`src/rtl/io_bus_if.sv`:
```
// Core data bus plus memory-side signals seen by the io_bus address decoder.
// Handshake: none; reads are combinational, a write commits on the rising clk edge while we=1.
interface io_bus_if;
  logic        we;
  logic [31:0] a;
  logic [31:0] wd;
  logic [31:0] rd;
  logic        ram_we;
  logic [31:0] ram_rd;

  // master = core + memory side, slave = the decoder
  modport master (output we, a, wd, ram_rd, input rd, ram_we);
  modport slave  (input we, a, wd, ram_rd, output rd, ram_we);
endinterface

```
`src/rtl/io_bus.sv`:
```
// Address decoder with LED register, free-running cycle counter and compare timer.
// Optional macro IO_IRQ_EN adds TCTRL.IE and an irq output (EXP & IE).
module io_bus #(
  parameter logic [31:0] IO_BASE = 32'hFFFF_0000,
  parameter int          LED_W   = 8
) (
  input  logic             clk,
  input  logic             reset,
  io_bus_if.slave          bus,
  output logic [LED_W-1:0] leds
`ifdef IO_IRQ_EN
  ,
  output logic             irq
`endif
);

  localparam logic [13:0] OFF_LED   = 14'h0;
  localparam logic [13:0] OFF_CYCLE = 14'h1;
  localparam logic [13:0] OFF_TCMP  = 14'h2;
  localparam logic [13:0] OFF_TCTRL = 14'h3;
  localparam logic [13:0] OFF_TCNT  = 14'h4;

  logic [LED_W-1:0] r_leds;
  logic [31:0]      r_cycle;
  logic [31:0]      r_tcmp;
  logic [31:0]      r_tcnt;
  logic             r_en;
  logic             r_exp;
  logic             r_ie;

  logic             w_io_sel;
  logic             w_wr;
  logic [13:0]      w_off;
  logic             w_wr_led;
  logic             w_wr_tcmp;
  logic             w_wr_ctrl;
  logic             w_clr;
  logic             w_expire;
  logic [31:0]      w_led_rd;
  logic [31:0]      w_ctrl_rd;
  logic [31:0]      w_io_rdata;
  logic             w_unused_ok;

  // Address decode; byte-lane bits a[1:0] play no part in register selection.
  assign w_io_sel    = (bus.a[31:16] == IO_BASE[31:16]);
  assign w_off       = bus.a[15:2];
  assign w_wr        = bus.we & w_io_sel;
  assign w_wr_led    = w_wr & (w_off == OFF_LED);
  assign w_wr_tcmp   = w_wr & (w_off == OFF_TCMP);
  assign w_wr_ctrl   = w_wr & (w_off == OFF_TCTRL);
  assign w_clr       = w_wr_ctrl & bus.wd[2];
  assign w_unused_ok = &{1'b0, bus.a[1:0]};

  // CLR outranks expiry; the match uses the TCMP/EN values held before the edge.
  assign w_expire    = ~w_clr & r_en & (r_tcnt == r_tcmp);

  assign bus.ram_we  = bus.we & ~w_io_sel;
  assign bus.rd      = w_io_sel ? w_io_rdata : bus.ram_rd;
  assign leds        = r_leds;

  always_ff @(posedge clk or posedge reset) begin
    if (reset) begin
      r_leds <= '0;
      r_tcmp <= 32'hFFFF_FFFF;
    end else begin
      if (w_wr_led)  r_leds <= bus.wd[LED_W-1:0];
      if (w_wr_tcmp) r_tcmp <= bus.wd;
    end
  end

  always_ff @(posedge clk or posedge reset) begin
    if (reset) begin
      r_cycle <= '0;
    end else begin
      r_cycle <= r_cycle + 32'd1;
    end
  end

  always_ff @(posedge clk or posedge reset) begin
    if (reset) begin
      r_tcnt <= '0;
      r_en   <= 1'b0;
      r_exp  <= 1'b0;
    end else begin
      if (w_clr) begin
        r_tcnt <= '0;
      end else if (w_expire) begin
        r_tcnt <= '0;
      end else if (r_en) begin
        r_tcnt <= r_tcnt + 32'd1;
      end
      // A same-cycle expiry beats the write-one-to-clear of EXP.
      if (w_expire) begin
        r_exp <= 1'b1;
      end else if (w_wr_ctrl && bus.wd[1]) begin
        r_exp <= 1'b0;
      end
      if (w_wr_ctrl) r_en <= bus.wd[0];
    end
  end

`ifdef IO_IRQ_EN
  always_ff @(posedge clk or posedge reset) begin
    if (reset) begin
      r_ie <= 1'b0;
    end else if (w_wr_ctrl) begin
      r_ie <= bus.wd[3];
    end
  end

  assign irq = r_exp & r_ie;
`else
  assign r_ie = 1'b0;
`endif

  always_comb begin
    w_led_rd             = '0;
    w_led_rd[LED_W-1:0]  = r_leds;
    w_ctrl_rd            = '0;
    w_ctrl_rd[0]         = r_en;
    w_ctrl_rd[1]         = r_exp;
    w_ctrl_rd[3]         = r_ie;
  end

  always_comb begin
    w_io_rdata = '0;
    case (w_off)
      OFF_LED:   w_io_rdata = w_led_rd;
      OFF_CYCLE: w_io_rdata = r_cycle;
      OFF_TCMP:  w_io_rdata = r_tcmp;
      OFF_TCTRL: w_io_rdata = w_ctrl_rd;
      OFF_TCNT:  w_io_rdata = r_tcnt;
      default:   w_io_rdata = '0;
    endcase
  end

endmodule

```
`src/flat_wrapper.sv`:
```
// flat-port wrapper written by rule: the top's interface ports become plain ports
module io_bus_flat 
#(
  parameter logic [31:0] IO_BASE = 32'hFFFF_0000,
  parameter int          LED_W   = 8
)
  (clk, reset, leds, bus_we, bus_a, bus_wd, bus_ram_rd, bus_rd, bus_ram_we);
  io_bus_if bus_i ();
  input  logic clk;
  input  logic reset;
  output logic [LED_W-1:0] leds;
  input wire logic [$bits(bus_i.we)-1:0] bus_we;
  input wire logic [$bits(bus_i.a)-1:0] bus_a;
  input wire logic [$bits(bus_i.wd)-1:0] bus_wd;
  input wire logic [$bits(bus_i.ram_rd)-1:0] bus_ram_rd;
  output wire logic [$bits(bus_i.rd)-1:0] bus_rd;
  output wire logic [$bits(bus_i.ram_we)-1:0] bus_ram_we;
  assign bus_i.we = bus_we;
  assign bus_i.a = bus_a;
  assign bus_i.wd = bus_wd;
  assign bus_i.ram_rd = bus_ram_rd;
  assign bus_rd = bus_i.rd;
  assign bus_ram_we = bus_i.ram_we;
  io_bus #(.IO_BASE(IO_BASE), .LED_W(LED_W)) u_core (.clk(clk), .reset(reset), .bus(bus_i), .leds(leds));
endmodule
```
`config.mk`:
```
export PLATFORM = sky130hd
export DESIGN_NAME = io_bus_flat
export DESIGN_NICKNAME = d
export VERILOG_FILES = /design/src/rtl/io_bus_if.sv /design/src/rtl/io_bus.sv /design/src/flat_wrapper.sv
export SDC_FILE = /design/constraint.sdc
export NUM_CORES = 1
export LEC_CHECK = 0
export ABC_AREA = 1
export BUFFER_PORTS_ARGS = -buffer_cell sky130_fd_sc_hd__buf_2
export CAP_MARGIN = 20
export CORE_MARGIN = 1.5
export CORE_UTILIZATION = 57
export CTS_CLUSTER_DIAMETER = 80
export DETAILED_ROUTE_END_ITERATION = 10
export GPL_TIMING_DRIVEN = 0
export PLACE_DENSITY = 0.88
export SYNTH_ARGS = -nofsm -noshare
export SYNTH_HDL_FRONTEND = slang
export SYNTH_SLANG_ARGS = --single-unit
```
`constraint.sdc`:
```
create_clock -name clk -period 3.2 [get_ports clk]
set_clock_uncertainty 0.05 [all_clocks]
set_input_delay 0.16 -clock clk [delete_from_list [all_inputs] [get_ports clk]]
set_output_delay 0.16 -clock clk [all_outputs]
set_load 0.01 [all_outputs]
```
==> results.txt <==
----------------------------------------------------
[Die]
  Width of the die ... around 120 µm
  Core Area ... 12600 µm²
  DIE AREA ... 13500 µm²
  Overall die height ... 116 µm
  Starting density of the core ... between 50% and 60%
  IO Pins ... 140
  Site row count ... 41

[Routing]
  Wire length per cell after detailed routing ... 14.9 µm
  Initial detailed-routing violation count ... 864
  DRC errors left ... 0
  1st-pass router iterations ... 7
  Post-DR vias/cell ... ~5.4
  Count of nets left with antenna violations after detail routing ... 0
  Number of vias in the routed layout ... 7900
  Drt total wl ... 22.1 mm

[Yosys]
  Post-synthesis register bit count ... 106
  Number of library cell types mapped by synthesis ... 31
  Async set-reset flop share out of synthesis ... 100%
  Portion of the post-synthesis area used by sequential elements ... 36.8%
  Share of synthesized cell area in and, or, nand and nor gates ... 44.7%
  Count leader, synth ... sky130_fd_sc_hd__nand2_1
  Main combinational cell family by area after synthesis ... simple AND/OR/NAND/NOR gates
  Post-synthesis net count ... 1220
  Share of the synthesized netlist area taken by xor and xnor gates ... 8.02%
  Post-synthesis cell type with the largest combined area ... sky130_fd_sc_hd__dfrtp_1
  Dominant cells by area after synthesis ... sky130_fd_sc_hd__dfrtp_1 (25%), sky130_fd_sc_hd__nand2_1 (25%), sky130_fd_sc_hd__dfstp_2 (11%), sky130_fd_sc_hd__nand3_1 (8.8%), sky130_fd_sc_hd__inv_1 (4.9%)
  Compound-Gate Fraction of Synth Area ... around 1.5%
  Post-Synthesis Cells ... 1119
  Number of flops mapped to enable cells by yosys ... 0
  Total of warnings raised by yosys ... 0
  Multiplexer share of the synthesized area ... 0%
  Adder-Cell Fraction of Synth Area ... 0.342%
  Most used standard cells in the synthesized netlist ... sky130_fd_sc_hd__nand2_1 (489), sky130_fd_sc_hd__nand3_1 (128), sky130_fd_sc_hd__inv_1 (95)
  Area of the mapped netlist ... 7320 µm²
  Synth Flop Type ... sky130_fd_sc_hd__dfrtp_1
  Synthesized area divided by synthesized cell count ... 6.54 µm²
  Proportion of netlist area held by the largest area contributor ... 25.3%

[Critical path]
  Cell family contributing the most delay on the critical path ... simple AND/OR/NAND/NOR gates
  Class of the most critical setup path ... input port to primary output
  Arrival time at the worst endpoint ... 1.96 ns
  Maximum fanout along the worst path ... 10
  Reg-to-reg slack, setup ... 1.17 ns
  Type of element launching the critical path ... input port
  CP Capture Type ... primary output
  Slowest stage delay, CP ... 0.54 ns
  Slowest stage cell on the critical path ... sky130_fd_sc_hd__nor3_4
  Buffering stage count on the worst path with inverters included ... 3
  Number of cells on the worst reg-to-reg path ... 10
  Worst reg2reg startpoint ... u_core.r_tcnt[1]$_DFFE_PP0P_
  Critical path cell sequence ... buf_2, nor2_1, nand3_2, nor3_4, buf_2, nand2_1, nand3_1, nand2_1, nand2_1, buf_2
  R2r endpoint ... u_core.r_tcnt[26]$_DFFE_PP0P_
  Required time reported for the critical path endpoint ... 2.99 ns

[Global routing]
  Initial antenna violation count ... 0
  Global-route wire length before repair ... 35.9 mm
  Pin count of the biggest net entering global routing ... 60
  Total grt overflow ... 0
  Global-route total usage across every layer ... 34.7%
  Via count of the first global-routing pass ... 7337

[CTS]
  Insertion delay to the later sink of the worst-skew pair ... roughly 0.37 ns
  TritonCTS clock tree ... yes
  Number of clock sinks seen by CTS ... 106
  Clock-pin slew on the worst setup and hold paths ... 0.08 ns
  Library cell used as clock root buffer ... sky130_fd_sc_hd__clkbuf_16
  Number of H-tree levels ... 3
  Number of buffers on the longest clock path ... 2
  Number of CTS-inserted buffers ... 9
  Post-CTS setup buffer count ... 0

[Finish]
  Count of inserted antenna diode cells ... 0
  Fraction of layout cells with a size suffix above 1 ... 19.6%
  Signed area change from the synthesized netlist to the final layout ... 22.0%
  Layout fillers ... 1017
  Number of non-filler instances in the completed layout ... 1476
  Final net count ... 1400

[Placement]
  Inst Count DP ... ~1400
  Post-detailed-placement half-perimeter wirelength ... 16.3 mm
  Placer's final routability congestion estimate ... 0.970
  Count of buffers from port buffering ... 137

[Worst hold path]
  Start point of the worst min-delay path ... bus_wd[0]
  Type of the worst min-delay path ... input port to flip-flop
  Hold Crit Endpoint ... u_core.r_tcmp[0]$_DFFE_PP1P_
  Worst hold stages ... 3

[STA]
  Relative max-transition margin ... 55.0%
  Final Slew Violations ... 0
  Period minus WS final ... roughly 2.2 ns
  Hold_ws ... 0.0146 ns
  Total negative slack for setup checks ... 0 ns
  Fmax ... 460 MHz
  Count of final hold-check violations ... 0
  Unrepaired setup endpoints after global routing ... false
  Transition time at the pin with the least slew margin ... 0.675 ns
  Share of the cycle needed by the critical path after routing ... 67.9%
  Finish-stage setup viols ... 0

[Power]
  Maximum vdd drop ... roughly 460 µV
  Proportion of power drawn by the clock network ... 47.1%
  Internal Power ... 2.28 mW
  Power density of the placed cells ... about 330 nW/µm²
  Switching power as a share of total power ... 21.8%
  Part of the power in combinational logic ... 6.8%
  Sequential share of power ... 46.0%
  Psw ... 0.636 mW
  P_leak ... between 4 and 5 nW

[Run status]
  Outcome ... completed

[Flow run]
  Max Cap Viol ... 0

----------------------------------------------------
## worst register-to-register path: cells and delay by family, from the launching register on
family | cells | cell delay [ns]
adder cells (fa/ha/maj) | 1 | 0.26
buffers and inverters | 1 | 0.04
AND/OR/NAND/NOR | 8 | 1.12
flip-flops | 1 | 0.46
## area by class of cell
class | instances | area [µm²] | area share, %
repair buffers | 169 | 1020 | 11.5
clock inverters | 5 | 106 | 1.19
flip-flops and latches | 106 | 2690 | 30.2
inverters | 99 | 374 | 4.19
clock buffers | 11 | 264 | 2.96
well taps | 172 | 215 | 2.41
plain buffers | 54 | 259 | 2.90
multi-input cells | 860 | 4000 | 44.7
## logic make-up after synthesis
kind of cell    Yosys count
flops                   106
compound gates           22
fa+ha+maj                 2
buf+inv                 153
xor+xnor                 67
simple gates            769
## layer usage
layer / wire length (µm) / part of all wire (%) / global-route usage, % / vias to the layer above
met1: 8920 / 40 / 46.0 / 3653
met5: 0 / 0 / 0 / -
li1: - / - / - / 3844
met4: 787 / 3.6 / 13.5 / 0
met2: 10600 / 48 / 56.8 / 335
met3: 1740 / 7.9 / 6.33 / 68
## power by group through the flow
stage          logic (mW)  registers (mW)  clock network, mW
2_1_floorplan      0.0683            1.37                  0
3_3_place_gp        0.159            1.37                  0
3_5_place_dp        0.167            1.37                  0
4_1_cts             0.197            1.34               1.38
5_1_grt             0.221            1.34               1.43
6_report            0.199            1.34               1.37
## worst max path at each step
stage | from | end | slack [ns] | cells past startpoint
6_report | bus_a[11] | bus_rd[15] | 1.03 | 10
5_1_grt | bus_a[11] | bus_rd[28] | 0.88 | 10
4_1_cts | bus_a[11] | bus_rd[8] | 1.08 | 10
3_5_place_dp | bus_a[13] | bus_rd[15] | 1.10 | 10
3_3_place_gp | reset | u_core.r_tcnt[23]$_DFFE_PP0P_ | -1.00 | 2
2_1_floorplan | reset | u_core.leds[0]$_DFFE_PP0P_ | 0.25 | 1
## state kept, by name (all words and copies together), names as in the netlist
name            cells
u_core.r_cycle     32
u_core.r_tcmp      32
u_core.r_tcnt      32
u_core.r_exp        1
u_core.leds         8
u_core.r_en         1
## metrics by stage
step	utilization (%)	worst slack, ns	instance area [µm²]	total power, mW
floorplan	-	0.254	7320	1.43
global placement	65.4	-1.00	8220	1.52
detailed placement	65.6	1.10	8250	1.53
CTS	71.1	1.08	8930	2.92
global route	71.1	0.878	8930	2.99
finish	71.1	1.03	8930	2.91
## placed cells by master, fill, tap and decap left out, types with 3 or more instances in the layout
cell type                       count
sky130_fd_sc_hd__nand3_1          128
sky130_fd_sc_hd__dlygate4sd3_1     31
sky130_fd_sc_hd__nor2_4             4
sky130_fd_sc_hd__xnor2_1           40
sky130_fd_sc_hd__dfstp_2           32
sky130_fd_sc_hd__nand4_1           29
sky130_fd_sc_hd__nor2_1            82
sky130_fd_sc_hd__nand2_2            4
sky130_fd_sc_hd__xor2_1            27
sky130_fd_sc_hd__o21ai_1           18
sky130_fd_sc_hd__nor3_1            11
sky130_fd_sc_hd__clkbuf_1          12
sky130_fd_sc_hd__buf_2            163
sky130_fd_sc_hd__clkbuf_2          13
sky130_fd_sc_hd__inv_2              4
sky130_fd_sc_hd__nor2_2             9
sky130_fd_sc_hd__inv_1             94
sky130_fd_sc_hd__nand3_2            3
sky130_fd_sc_hd__clkbuf_16         10
sky130_fd_sc_hd__dfrtp_1           74
sky130_fd_sc_hd__bufinv_16          3
sky130_fd_sc_hd__nand2_1          489
## repair_timing
action	CTS	global route
gates resized for setup	0	0
hold buffers	31	0
endpoints found under the hold margin	69	0
Power figures use the tool's default switching activity.
